$ cat src/rtl/asic_hub_pkg.sv
// asic_hub_pkg: shared types and helpers for the accelerator hub.
//   state_e  - hub FSM states (idle, access in flight, response pending)
//   swap_idx - byte-lane mapping used by the byte-reversal datapath
package asic_hub_pkg;

    typedef enum logic [1:0] {
        StIdle   = 2'd0,
        StAccess = 2'd1,
        StResp   = 2'd2
    } state_e;

    // Full byte reversal: output byte i takes input byte (n_bytes-1-i).
    function automatic int unsigned swap_idx(input int unsigned i, input int unsigned n_bytes);
        return n_bytes - 1 - i;
    endfunction

endpackage

$ cat src/rtl/asic_byteswap.sv
// asic_byteswap: combinational optional full byte reversal.
// Ports:
//   data_in  [DATA_W] - input word
//   en       [1]      - 1 = reverse byte order, 0 = pass through
//   data_out [DATA_W] - resulting word
module asic_byteswap
    import asic_hub_pkg::*;
#(
    parameter int unsigned DATA_W = 32
) (
    input  logic [DATA_W-1:0] data_in,
    input  logic              en,
    output logic [DATA_W-1:0] data_out
);

    localparam int unsigned NB = DATA_W / 8;

    logic [DATA_W-1:0] swapped;

    for (genvar i = 0; i < NB; i++) begin : g_byte
        assign swapped[8*i +: 8] = data_in[8*swap_idx(i, NB) +: 8];
    end

    assign data_out = en ? swapped : data_in;

endmodule

$ cat src/rtl/asic_hub.sv
// asic_hub: routes one CPU request at a time to one of N_CHIPS accelerators,
// waits for that chip's ack (or times out) and returns a single response.
// Ports:
//   clk, reset_n                       - clock, async active-low reset
//   req_valid/req_ready                - request handshake
//   req_we, req_endian, req_chip,
//   req_addr, req_wdata                - request payload
//   resp_valid/resp_ready              - response handshake
//   resp_rdata, resp_err               - response payload (rdata already swapped)
//   chip_cs, chip_we, chip_addr,
//   chip_wdata                         - registered accelerator bus
//   chip_rdata, chip_ack               - per-chip read data (flattened) and ack strobes
module asic_hub
    import asic_hub_pkg::*;
#(
    parameter int unsigned N_CHIPS = 4,
    parameter int unsigned BASE_ID = 1,
    parameter int unsigned CHIP_W  = 7,
    parameter int unsigned ADDR_W  = 8,
    parameter int unsigned DATA_W  = 32,
    parameter int unsigned TIMEOUT = 16
) (
    input  logic                      clk,
    input  logic                      reset_n,
    input  logic                      req_valid,
    output logic                      req_ready,
    input  logic                      req_we,
    input  logic                      req_endian,
    input  logic [CHIP_W-1:0]         req_chip,
    input  logic [ADDR_W-1:0]         req_addr,
    input  logic [DATA_W-1:0]         req_wdata,
    output logic                      resp_valid,
    input  logic                      resp_ready,
    output logic [DATA_W-1:0]         resp_rdata,
    output logic                      resp_err,
    output logic [N_CHIPS-1:0]        chip_cs,
    output logic                      chip_we,
    output logic [ADDR_W-1:0]         chip_addr,
    output logic [DATA_W-1:0]         chip_wdata,
    input  logic [N_CHIPS*DATA_W-1:0] chip_rdata,
    input  logic [N_CHIPS-1:0]        chip_ack
);

    localparam int unsigned IDX_W = (N_CHIPS > 1) ? $clog2(N_CHIPS) : 1;
    localparam int unsigned CNT_W = $clog2(TIMEOUT + 1);

    state_e             state;
    logic [IDX_W-1:0]   idx_q;
    logic               endian_q;
    logic [CNT_W-1:0]   cnt;

    logic               hit;
    logic [IDX_W-1:0]   idx;
    logic [N_CHIPS-1:0] sel_onehot;
    logic [DATA_W-1:0]  wdata_sw;
    logic [DATA_W-1:0]  sel_rdata;
    logic [DATA_W-1:0]  rdata_sw;
    logic               ack_sel;

    assign req_ready = (state == StIdle);

    // Address decode: a loop compare avoids a wide subtract whose upper bits go unused.
    always_comb begin
        hit        = 1'b0;
        idx        = '0;
        sel_onehot = '0;
        for (int k = 0; k < int'(N_CHIPS); k++) begin
            if (32'(req_chip) == BASE_ID + 32'(k)) begin
                hit           = 1'b1;
                idx           = IDX_W'(k);
                sel_onehot[k] = 1'b1;
            end
        end
    end

    always_comb begin
        sel_rdata = '0;
        for (int k = 0; k < int'(N_CHIPS); k++) begin
            if (idx_q == IDX_W'(k)) begin
                sel_rdata = chip_rdata[k*DATA_W +: DATA_W];
            end
        end
    end

    // chip_cs is one-hot on the selected chip during ACCESS and zero elsewhere,
    // so masking drops acks from every other chip.
    assign ack_sel = |(chip_ack & chip_cs);

    asic_byteswap #(
        .DATA_W (DATA_W)
    ) u_swap_wr (
        .data_in  (req_wdata),
        .en       (req_endian),
        .data_out (wdata_sw)
    );

    asic_byteswap #(
        .DATA_W (DATA_W)
    ) u_swap_rd (
        .data_in  (sel_rdata),
        .en       (endian_q),
        .data_out (rdata_sw)
    );

    always_ff @(posedge clk or negedge reset_n) begin
        if (!reset_n) begin
            state      <= StIdle;
            idx_q      <= '0;
            endian_q   <= 1'b0;
            cnt        <= '0;
            chip_cs    <= '0;
            chip_we    <= 1'b0;
            chip_addr  <= '0;
            chip_wdata <= '0;
            resp_valid <= 1'b0;
            resp_rdata <= '0;
            resp_err   <= 1'b0;
        end else begin
            unique case (state)
                StIdle: begin
                    if (req_valid) begin
                        if (hit) begin
                            chip_cs    <= sel_onehot;
                            chip_we    <= req_we;
                            chip_addr  <= req_addr;
                            chip_wdata <= wdata_sw;
                            idx_q      <= idx;
                            endian_q   <= req_endian;
                            cnt        <= '0;
                            state      <= StAccess;
                        end else begin
                            resp_valid <= 1'b1;
                            resp_err   <= 1'b1;
                            resp_rdata <= '0;
                            state      <= StResp;
                        end
                    end
                end
                StAccess: begin
                    // Ack takes priority over a timeout landing in the same cycle.
                    if (ack_sel) begin
                        resp_rdata <= chip_we ? '0 : rdata_sw;
                        resp_err   <= 1'b0;
                        resp_valid <= 1'b1;
                        chip_cs    <= '0;
                        state      <= StResp;
                    end else if (cnt == CNT_W'(TIMEOUT - 1)) begin
                        resp_rdata <= '0;
                        resp_err   <= 1'b1;
                        resp_valid <= 1'b1;
                        chip_cs    <= '0;
                        state      <= StResp;
                    end else begin
                        cnt <= cnt + CNT_W'(1);
                    end
                end
                StResp: begin
                    if (resp_ready) begin
                        resp_valid <= 1'b0;
                        state      <= StIdle;
                    end
                end
                default: state <= StIdle;
            endcase
        end
    end

endmodule
$ cat config.mk
export PLATFORM = sky130hd
export DESIGN_NAME = asic_hub
export DESIGN_NICKNAME = d
export VERILOG_FILES = /design/src/rtl/asic_hub_pkg.sv /design/src/rtl/asic_byteswap.sv /design/src/rtl/asic_hub.sv
export SDC_FILE = /design/constraint.sdc
export NUM_CORES = 1
export LEC_CHECK = 0
export BUFFER_PORTS_ARGS = -buffer_cell sky130_fd_sc_hd__clkbuf_2
export CELL_PAD_IN_SITES_DETAIL_PLACEMENT = 1
export CELL_PAD_IN_SITES_GLOBAL_PLACEMENT = 1
export CORE_MARGIN = 1
export CORE_UTILIZATION = 38
export CTS_CLUSTER_DIAMETER = 150
export DETAILED_ROUTE_END_ITERATION = 7
export GPL_TIMING_DRIVEN = 0
export PLACE_DENSITY_LB_ADDON = 0.1
export SETUP_SLACK_MARGIN = 0.1
export SYNTH_ARGS = -nofsm -noshare
export SYNTH_HDL_FRONTEND = slang
export SYNTH_SLANG_ARGS = --single-unit
$ cat constraint.sdc
create_clock -name clk -period 3.72 [get_ports clk]
set_input_delay 0.372 -clock clk [delete_from_list [all_inputs] [get_ports clk]]
set_output_delay 0.372 -clock clk [all_outputs]
set_load 0.01 [all_outputs]
== Word level (Yosys, flattened, before mapping) ==
Cells that the tools add are included.
Word-level totals
  register bits after elaboration: 89
  bits in latches: 0
  RAM bits: 0
  memory bits (read-only): 0
  input bits: 185
  output and inout port bits: 80
  logic and storage cells: 87
  memories kept: 0
Cells by class
  add/subtract/negate cells: 1
  multiply operators: 0
  div/mod/pow operators: 0
  $lt $le $gt $ge: 0
  equality and inequality tests: 17
  shift-type cells: 0
  muxes and demuxes: 46
  bitwise logic cells: 1
  reductions and logical operators: 11
Operators with widths (number)
  $mux W32: 11
  $pmux W32 S2: 1
  $mux W5: 4
  $mux W4: 4
  $eq A7 B2 Y1 const B: 2
  $mux W1: 14
  $mux W2: 7
  $ne A2 B2 Y1 const B: 5
  $pmux W5 S2: 1
  $reduce_and A5 Y1: 2
  $pmux W4 S2: 1
  $reduce_and A4 Y1: 2
  $eq A7 B1 Y1 const B: 1
  $eq A7 B3 Y1 const B: 1
  $eq A2 B2 Y1 const B: 3
  $pmux W2 S3: 1
  $reduce_and A3 Y1: 2
  $add A5 B1 Y5 const B: 1
  $eq A5 B4 Y1 const B: 1
  $and A4 B4 Y4: 1
  $eq A2 B1 Y1 const B: 2
  $logic_not A2 Y1: 2
  $reduce_or A4 Y1: 1
  $ne A3 B3 Y1 const B: 1
  other kinds (5): 5

== Longest topological paths before layout ==
Gate-level depths: netlist (run 1).
  word-level depth: 9
  depth in mapped cells: 8
  gate-level depth less buffers: 7

== Cells and area by module ==
A second synthesis (run 1) with hierarchy kept.
Second synthesis, totals
  cell total of the unflattened synthesis: 356
  area total of the unflattened synthesis: 5446.5 sq um
By module, submodules not included
  asic_hub: instances 1, cells each 284, area each 4357.9 sq um, sequential area each 2227.1 sq um
  asic_byteswap: instances 2, cells each 36, area each 544.3 sq um, sequential area each 0.0 sq um

== Least setup slack after synthesis (run 1) ==
OpenSTA, ideal clock, no wires.
  kind: register to register
  start point: reg cnt[0]
  end point: reg cnt[3]
  library setup time: 0.077 ns
  arrival: 1.677 ns
  data required time: 3.643 ns
  setup slack: 1.966 ns
  cell stages (with the launch flop): 8
  buffers on the path: 0
  period minus slack after synthesis: 1.754 ns
  cells stage by stage: dfrtp_1 ha_1 and3_1 ha_1 inv_1 nand4_1 or3_1 a21oi_1
On the way
  longest elaborated chain between the ends: 4
  elaborated cells on any way between the ends: 7
  those cells by class: add/sub: 1; eq/ne: 2; mux: 3; reduce/logical: 1
Ends and longest elaborated chain
  from (decl): RTL line asic_hub.sv:50  | logic [CNT_W-1:0] cnt;
  from (signal assigned): RTL line asic_hub.sv:154  | cnt <= cnt + CNT_W'(1);
  $add A5 B1 Y5: RTL line asic_hub.sv:154
  $mux W5: RTL line asic_hub.sv:147  | end else if (cnt == CNT_W'(TIMEOUT - 1)) begin
  $mux W5: RTL line asic_hub.sv:141  | if (ack_sel) begin
  $pmux W5 S2: RTL line asic_hub.sv:119  | unique case (state)
Several ways; a longest one is shown, not always the timed one. The select of a mux whose other input is x is not followed.
A chain may end at the register's enable or synchronous reset.

== Final worst setup path (run 1) ==
  start point: reg chip_cs[0]
  end point: reg resp_rdata[21]
On the way
  longest elaborated chain between the ends: 4
  elaborated cells on any way between the ends: 6
  those cells by class: eq/ne: 1; mux: 2; bitwise: 1; reduce/logical: 2
Ends and longest elaborated chain
  from (decl): RTL line asic_hub.sv:36  | output logic [N_CHIPS-1:0] chip_cs,
  from (signal assigned): RTL line asic_hub.sv:123  | chip_cs <= sel_onehot;
  $and A4 B4 Y4 *: RTL line asic_hub.sv:87  | assign ack_sel = |(chip_ack & chip_cs);
  $reduce_or A4 Y1 *: RTL line asic_hub.sv:87
  $ne A3 B3 Y1 (no line) or $mux W32 (tied branches)
  $reduce_and A4 Y1 (no line) or $pmux W32 S2 (tied branches)
  to (signal assigned): RTL line asic_hub.sv:142  | resp_rdata <= chip_we ? '0 : rdata_sw;
  to (decl): RTL line asic_hub.sv:34  | output logic [DATA_W-1:0] resp_rdata,
Mark *: on every way between the ends. The rest lies on a longest branch, timed or not.

==> results of run 1 <==
cell families (layout without fill, tap and decap cells):
family | after synthesis | after routing | synth area share
simple gates | 93 | 93 | 0.0833
compound gates | 88 | 88 | 0.131
flops | 89 | 89 | 0.407
xor+xnor | 2 | 2 | 0.00320
buf+inv | 41 | 322 | 0.0611
fa+ha+maj | 2 | 2 | 0.00457
mux | 129 | 129 | 0.310
final timing paths:
path,start,end,cells after the start
worst min-delay path,req_addr[2],chip_addr[2],3
worst min register to register,chip_addr[4],chip_addr[4],2
worst max-delay path,chip_cs[0],resp_rdata[21],5
max in group asynchronous,reset_n,resp_err,3
min in group asynchronous,reset_n,resp_rdata[22],2
worst max register to register,chip_cs[0],resp_rdata[21],5
flip-flops by register name (all words and copies together), names as in the netlist:
register,cells
chip_wdata,32
resp_rdata,32
chip_addr,8
cnt,5
chip_cs,4
idx_q,2
state,2
chip_we,1
endian_q,1
resp_err,1
resp_valid,1
what timing repair did:
item                                   CTS  global route
setup endpoints to repair                0             0
endpoints found under the hold margin   26             0
buffers inserted                         0             0
hold buffers                             1             0
layout by cell type, fill, tap and decap left out, types with 12 or more instances in the layout:
cell       count
buf_6         12
clkbuf_2     262
dfrtp_1       89
mux2i_1       96
mux4_2        32
nand2_1       64
o21ai_1       30
o2bb2ai_1     16
o2bb2ai_2     16
cell usage after synthesis (all sizes together), types with 3 or more instances:
master,number
nand4,4
inv,6
o2bb2ai,32
nor2,9
a31oi,3
dfrtp,89
buf,23
mux4,32
nand3,4
a21oi,4
nand2,64
mux2i,96
clkbuf,12
o21ai,38
metrics by stage:
step,setup slack (ns),utilization,cell area [µm²],hold slack (ns),total power [mW]
floorplan,1.97,-,5470,0.0764,1.59
global placement,1.15,0.503,7010,0.461,1.91
detailed placement,1.51,0.505,7040,0.358,1.95
CTS,1.54,0.528,7350,0.205,2.89
global route,1.44,0.528,7350,0.211,2.99
finish,1.59,0.528,7350,0.217,2.85
layout make-up:
| type | count | share of cell area |
|---|---|---|
| clock buffer | 10 | 0.0325 |
| tap | 180 | 0.0306 |
| clock inverter | 6 | 0.00885 |
| buffer | 35 | 0.0424 |
| timing repair buffer | 265 | 0.184 |
| sequential | 89 | 0.303 |
| inverter | 6 | 0.00306 |
| multi-input combinational | 314 | 0.395 |
power groups by stage:
stage | Combinational, mW | Sequential, mW | Clock (mW)
floorplan | 0.370 | 1.22 | 0
global placement | 0.737 | 1.17 | 0
detailed placement | 0.765 | 1.18 | 0
CTS | 0.769 | 1.17 | 0.953
global route | 0.830 | 1.18 | 0.984
finish | 0.757 | 1.16 | 0.928
metal layers:
layer | GRT usage | part of all wire
met3 | 0.0566 | 0.071
met5 | 0 | 0
met1 | 0.283 | 0.39
met4 | 0.100 | 0.028
met2 | 0.443 | 0.51
worst max-delay path, stage by stage, from the launching register on:
cell       delay, ns
dfrtp_1         0.41
a22oi_1         0.42
a21oi_1         0.17
or2b_4          0.28
clkbuf_1        0.53
o2bb2ai_1       0.16
==> impl_results.md, run 1 <==
- Vias in the first global route: between 5000 and 6000
- Antenna violations before repair: 0
- Max Cap Viol: 0
- Final Hold Vio Count: 0
- Power per Cell Area: 387 nW/µm²
- Vias: a little under 5000
- Mapped Nets: 631
- FP Rows: 43
- Post-Syn Area: approximately 5500 µm²
- Clock Skew: 0.00766 ns
- Area Growth Syn to Fin: 34.5%
- Sequential share of power: 0.408
- Fillers: around 1600
- RSZ-0062 raised after global routing: no
- Nets@finish: 907
- Worst-margin pin slew: 0.820 ns
- Iteration-0 DRC Markers: 200
- DR vias/cell: approximately 5.3
- Reg area: ~2200 µm²
- Crit. End Element: flip-flop
- Clock Tree Root: clkbuf_16
- Pins Over Slew Limit: 0
- Chip width: approximately 120 µm
- Dpl hpwl: around 14000 µm
- CP Class: reg2reg
- Layout cells sized above 1: 0.506
- Leakage: approximately 3.6 nW
- Sequential area share after synthesis: 0.407
- Drt wl/cell: ~20 µm
- Sw Ratio: 0.300
- Fin crit share: 0.573
- Status: completed
- Post-synth EDFFs: 0
- Critical path data required time: roughly 4 ns
- Top cell type's share of synthesized area: 0.407
- CORE AREA: roughly 14000 µm²
- Main synth FF type: dfrtp_1
- Non-Filler Instances: just over 900
- Slew HR: 0.453
- Max FO, Critical Path: 10
- First-pass GRT wire length: approximately 28000 µm
- PortBufs: 263
- DIE AREA: roughly 15000 µm²
- Clk pwr share: 0.326
- Fmax: between 0.4 and 0.5 GHz
- Multi-input logic area: 2910 µm²
- Synth area leaders: dfrtp_1 41%, mux2i_1 18%, mux4_2 13%
- DRT Wirelength: ~18000 µm
- Worst EP arrival: 2.33 ns
- Yosys warns: 0
- Area leader, netlist: dfrtp_1
- Grt ovf: 0
- Routability cong.: slightly below 0.8
- H-tree depth: 3
- Initial Util: 0.392
- Reg clk slew, reported paths: roughly 0.06 ns
- Antenna fix cells: 0
- Mapped Cells: 444
- Psw: around 850 µW
- Clock latency on the worst-skew pair: around 0.35 ns
- Int Pwr: around 2.0 mW
- CTS Sinks: 89
- Number of remaining DRC errors: 0
- Die height: around 120 µm
- Startpoint types: flip-flop
- Final setup violation count: 0
- Avg Synthesized Cell Area: around 12 µm²
- Unique masters post-synth: 48
- Inserted Clock Buffers: 9
- Ys async rst share: 1.00
- PostCTS Resize Cnt: 0
- Post-route minimum period: 2.13 ns
- Peak supply drop: about 260 µV
- Longest Clk Path Bufs: 2
- Register bit total from synthesis: slightly below 90
- Largest net degree at the start of global routing: 64
- Top Ports: between 200 and 300
- Antenna-violating nets left: 0
- Logic pwr share: 0.266
- CTS tree: yes
- R2R Setup Slk: 1.59 ns
- Placed cell count: approximately 890
- Post-Route Setup TNS: 0 ns
- Tightest Hold Check Type: in2reg
- Gr usage total: 0.248
- Drt first pass iters: 4
(Power assumes the default switching activity.)
==> inputs of run 2 (changes only) <==
--- a/config.mk
+++ b/config.mk
@@ -9,7 +9,7 @@
 export CELL_PAD_IN_SITES_DETAIL_PLACEMENT = 1
 export CELL_PAD_IN_SITES_GLOBAL_PLACEMENT = 1
 export CORE_MARGIN = 1
-export CORE_UTILIZATION = 38
+export CORE_UTILIZATION = 35
 export CTS_CLUSTER_DIAMETER = 150
 export DETAILED_ROUTE_END_ITERATION = 7
 export GPL_TIMING_DRIVEN = 0
==> constraint.sdc (replaced) <==
create_clock -name clk -period 2 [get_ports clk]
set_input_delay 0.2 -clock clk [delete_from_list [all_inputs] [get_ports clk]]
set_output_delay 0.2 -clock clk [all_outputs]
set_load 0.01 [all_outputs]
==> impl_results.md, run 2 (same netlist as run 1, synthesis figures left out) <==
- Status: completed
- Critical path data required time: 2.23 ns
- Sequential share of power: 0.412
- Worst-margin pin slew: a little over 0.8 ns
- Final Hold Vio Count: 0
- Die height: roughly 130 µm
- Sw Ratio: 0.309
- Clock latency on the worst-skew pair: about 0.35 ns
- Most frequent cells in the layout: 263 x clkbuf_2, 96 x mux2i_1, 89 x dfrtp_1
- RSZ-0062 raised after global routing: no
- Fmax: ~0.56 GHz
- Number of remaining DRC errors: 0
- Inserted Clock Buffers: 9
- Antenna fix cells: 0
- Total power: ~5.3 mW
- Post-route minimum period: ~1.8 ns
- Logic pwr share: 0.283
- Slew HR: 0.446
- Fillers: between 1500 and 2000
- Placed cell count: roughly 900
- CTS Sinks: just under 90
- CP Class: reg2reg
- Dpl ws: -0.125 ns
- Initial Util: 0.360
- Drt first pass iters: 4
- Clock Skew: around 0.004 ns
- Final setup violation count: 0
- Worst Setup SP: cnt[1]
- Max FO, Critical Path: 6
- Peak supply drop: ~370 µV
- Setup ws final: approximately 0.20 ns
- Tightest Hold Check Type: in2reg
- Commonest non-fill, non-tap cell in the layout: clkbuf_2
- Vias in the first global route: between 5000 and 6000
- CORE AREA: 15200 µm²
- Power per Cell Area: 699 nW/µm²
- DR vias/cell: ~5.3
- FP Rows: 45
- Final core utilization: 0.495
- Pins Over Slew Limit: 0
- Longest Clk Path Bufs: 2
- H-tree depth: 3
- Area Growth Syn to Fin: 37.7%
- Top Ports: around 270
- Iteration-0 DRC Markers: 195
- Reg clk slew, reported paths: 0.07 ns
- Antenna violations before repair: 0
- Gr usage total: 0.240
- Top Registers: chip_wdata: 32 flops, resp_rdata: 32 flops, chip_addr: 8 flops
- Leakage: 3.66 nW
- Critical hold path startpoint: req_addr[4]
- Worst R2R Start: cnt[1]
- Chip width: approximately 130 µm
- Fin crit share: 0.899
- Crit. End Element: flip-flop
- DIE AREA: about 16000 µm²
- CTS tree: yes
- Startpoint types: flip-flop
- Finished Cell Area: between 7000 and 8000 µm²
- PortBufs: between 200 and 300
- Dpl hpwl: 14400 µm
- Max Cap Viol: 0
- Clock Tree Root: clkbuf_16
- Antenna-violating nets left: 0
- Grt ovf: 0
- Largest net degree at the start of global routing: 55
- Drt wl/cell: slightly above 20 µm
- DRT Wirelength: between 15000 and 20000 µm
- Vias: ~4900
- Psw: between 1.5 and 2 mW
- Clk pwr share: 0.306
- Layout cells sized above 1: 0.528
- Placed cell area: just over 7000 µm²
- Routability cong.: approximately 0.82
- Int Pwr: 3.63 mW
- First-pass GRT wire length: 29300 µm
- Worst EP arrival: approximately 2 ns
- Non-Filler Instances: 928
- Nets@finish: about 900
## run 2: cell type report
class                   instances  area, µm²  area share
flip-flops and latches         89       2230       0.296
multi-input cells             314       2950       0.392
inverters                       6       22.5     0.00299
plain buffers                  35        325      0.0432
well taps                     188        235      0.0312
repair buffers                280       1490       0.198
clock buffers                  10        239      0.0317
clock inverters                 6       33.8     0.00449
## run 2: metrics by stage
| step | setup TNS, ns | hold slack [ns] |
|---|---|---|
| floorplan | 0 | -0.0956 |
| global placement | -38.41 | 0.390 |
| detailed placement | -3.11 | 0.252 |
| CTS | 0 | 0.0344 |
| global route | 0 | 0.0459 |
| finish | 0 | 0.0424 |
## run 2: what timing repair did
| item | 4_1_cts | 5_1_grt |
|---|---|---|
| hold buffers | 1 | 0 |
| endpoints found under the hold margin | 35 | 0 |
| endpoints found under the setup margin | 79 | 36 |
| cloned | 2 | 0 |
| pin swaps | 2 | 3 |
| buffers inserted | 10 | 3 |
| gates resized for setup | 12 | 9 |
## run 2: worst paths after layout
| kind | endpoint | slack, ns | depth (start not counted) |
|---|---|---|---|
| setup / recovery | resp_rdata[17] | 0.20 | 10 |
| hold / removal | chip_addr[4] | 0.04 | 3 |
| setup reg to reg | resp_rdata[17] | 0.20 | 10 |
| hold reg to reg | chip_wdata[6] | 0.48 | 2 |
| max in group asynchronous | chip_cs[3] | 0.92 | 3 |
| min in group asynchronous | chip_wdata[29] | 0.41 | 2 |
## run 2: worst max-delay path: stages (launching register included)
cell and delay [ns]:
dfrtp_1 0.38, ha_2 0.19, and3_4 0.20, ha_4 0.14, inv_2 0.05, a31oi_4 0.21
a21oi_4 0.05, buf_12 0.14, buf_6 0.11, buf_4 0.12, o2bb2ai_1 0.10
## run 2: metal layers
layer  routed length [µm]  vias up  track usage
met5                    0        -            0
met4                  426        0       0.0910
met3                 1020       27       0.0410
met2                 9500      182        0.430
met1                 7850     2412        0.288
li1                     -     2256            -
## run 2: power groups by stage
stage,combinational [mW],sequential (mW),clock [mW]
6_report,1.49,2.16,1.61
2_1_floorplan,0.689,2.27,0
3_5_place_dp,1.41,2.20,0
4_1_cts,1.50,2.16,1.65
5_1_grt,1.64,2.19,1.71
3_3_place_gp,1.37,2.18,0
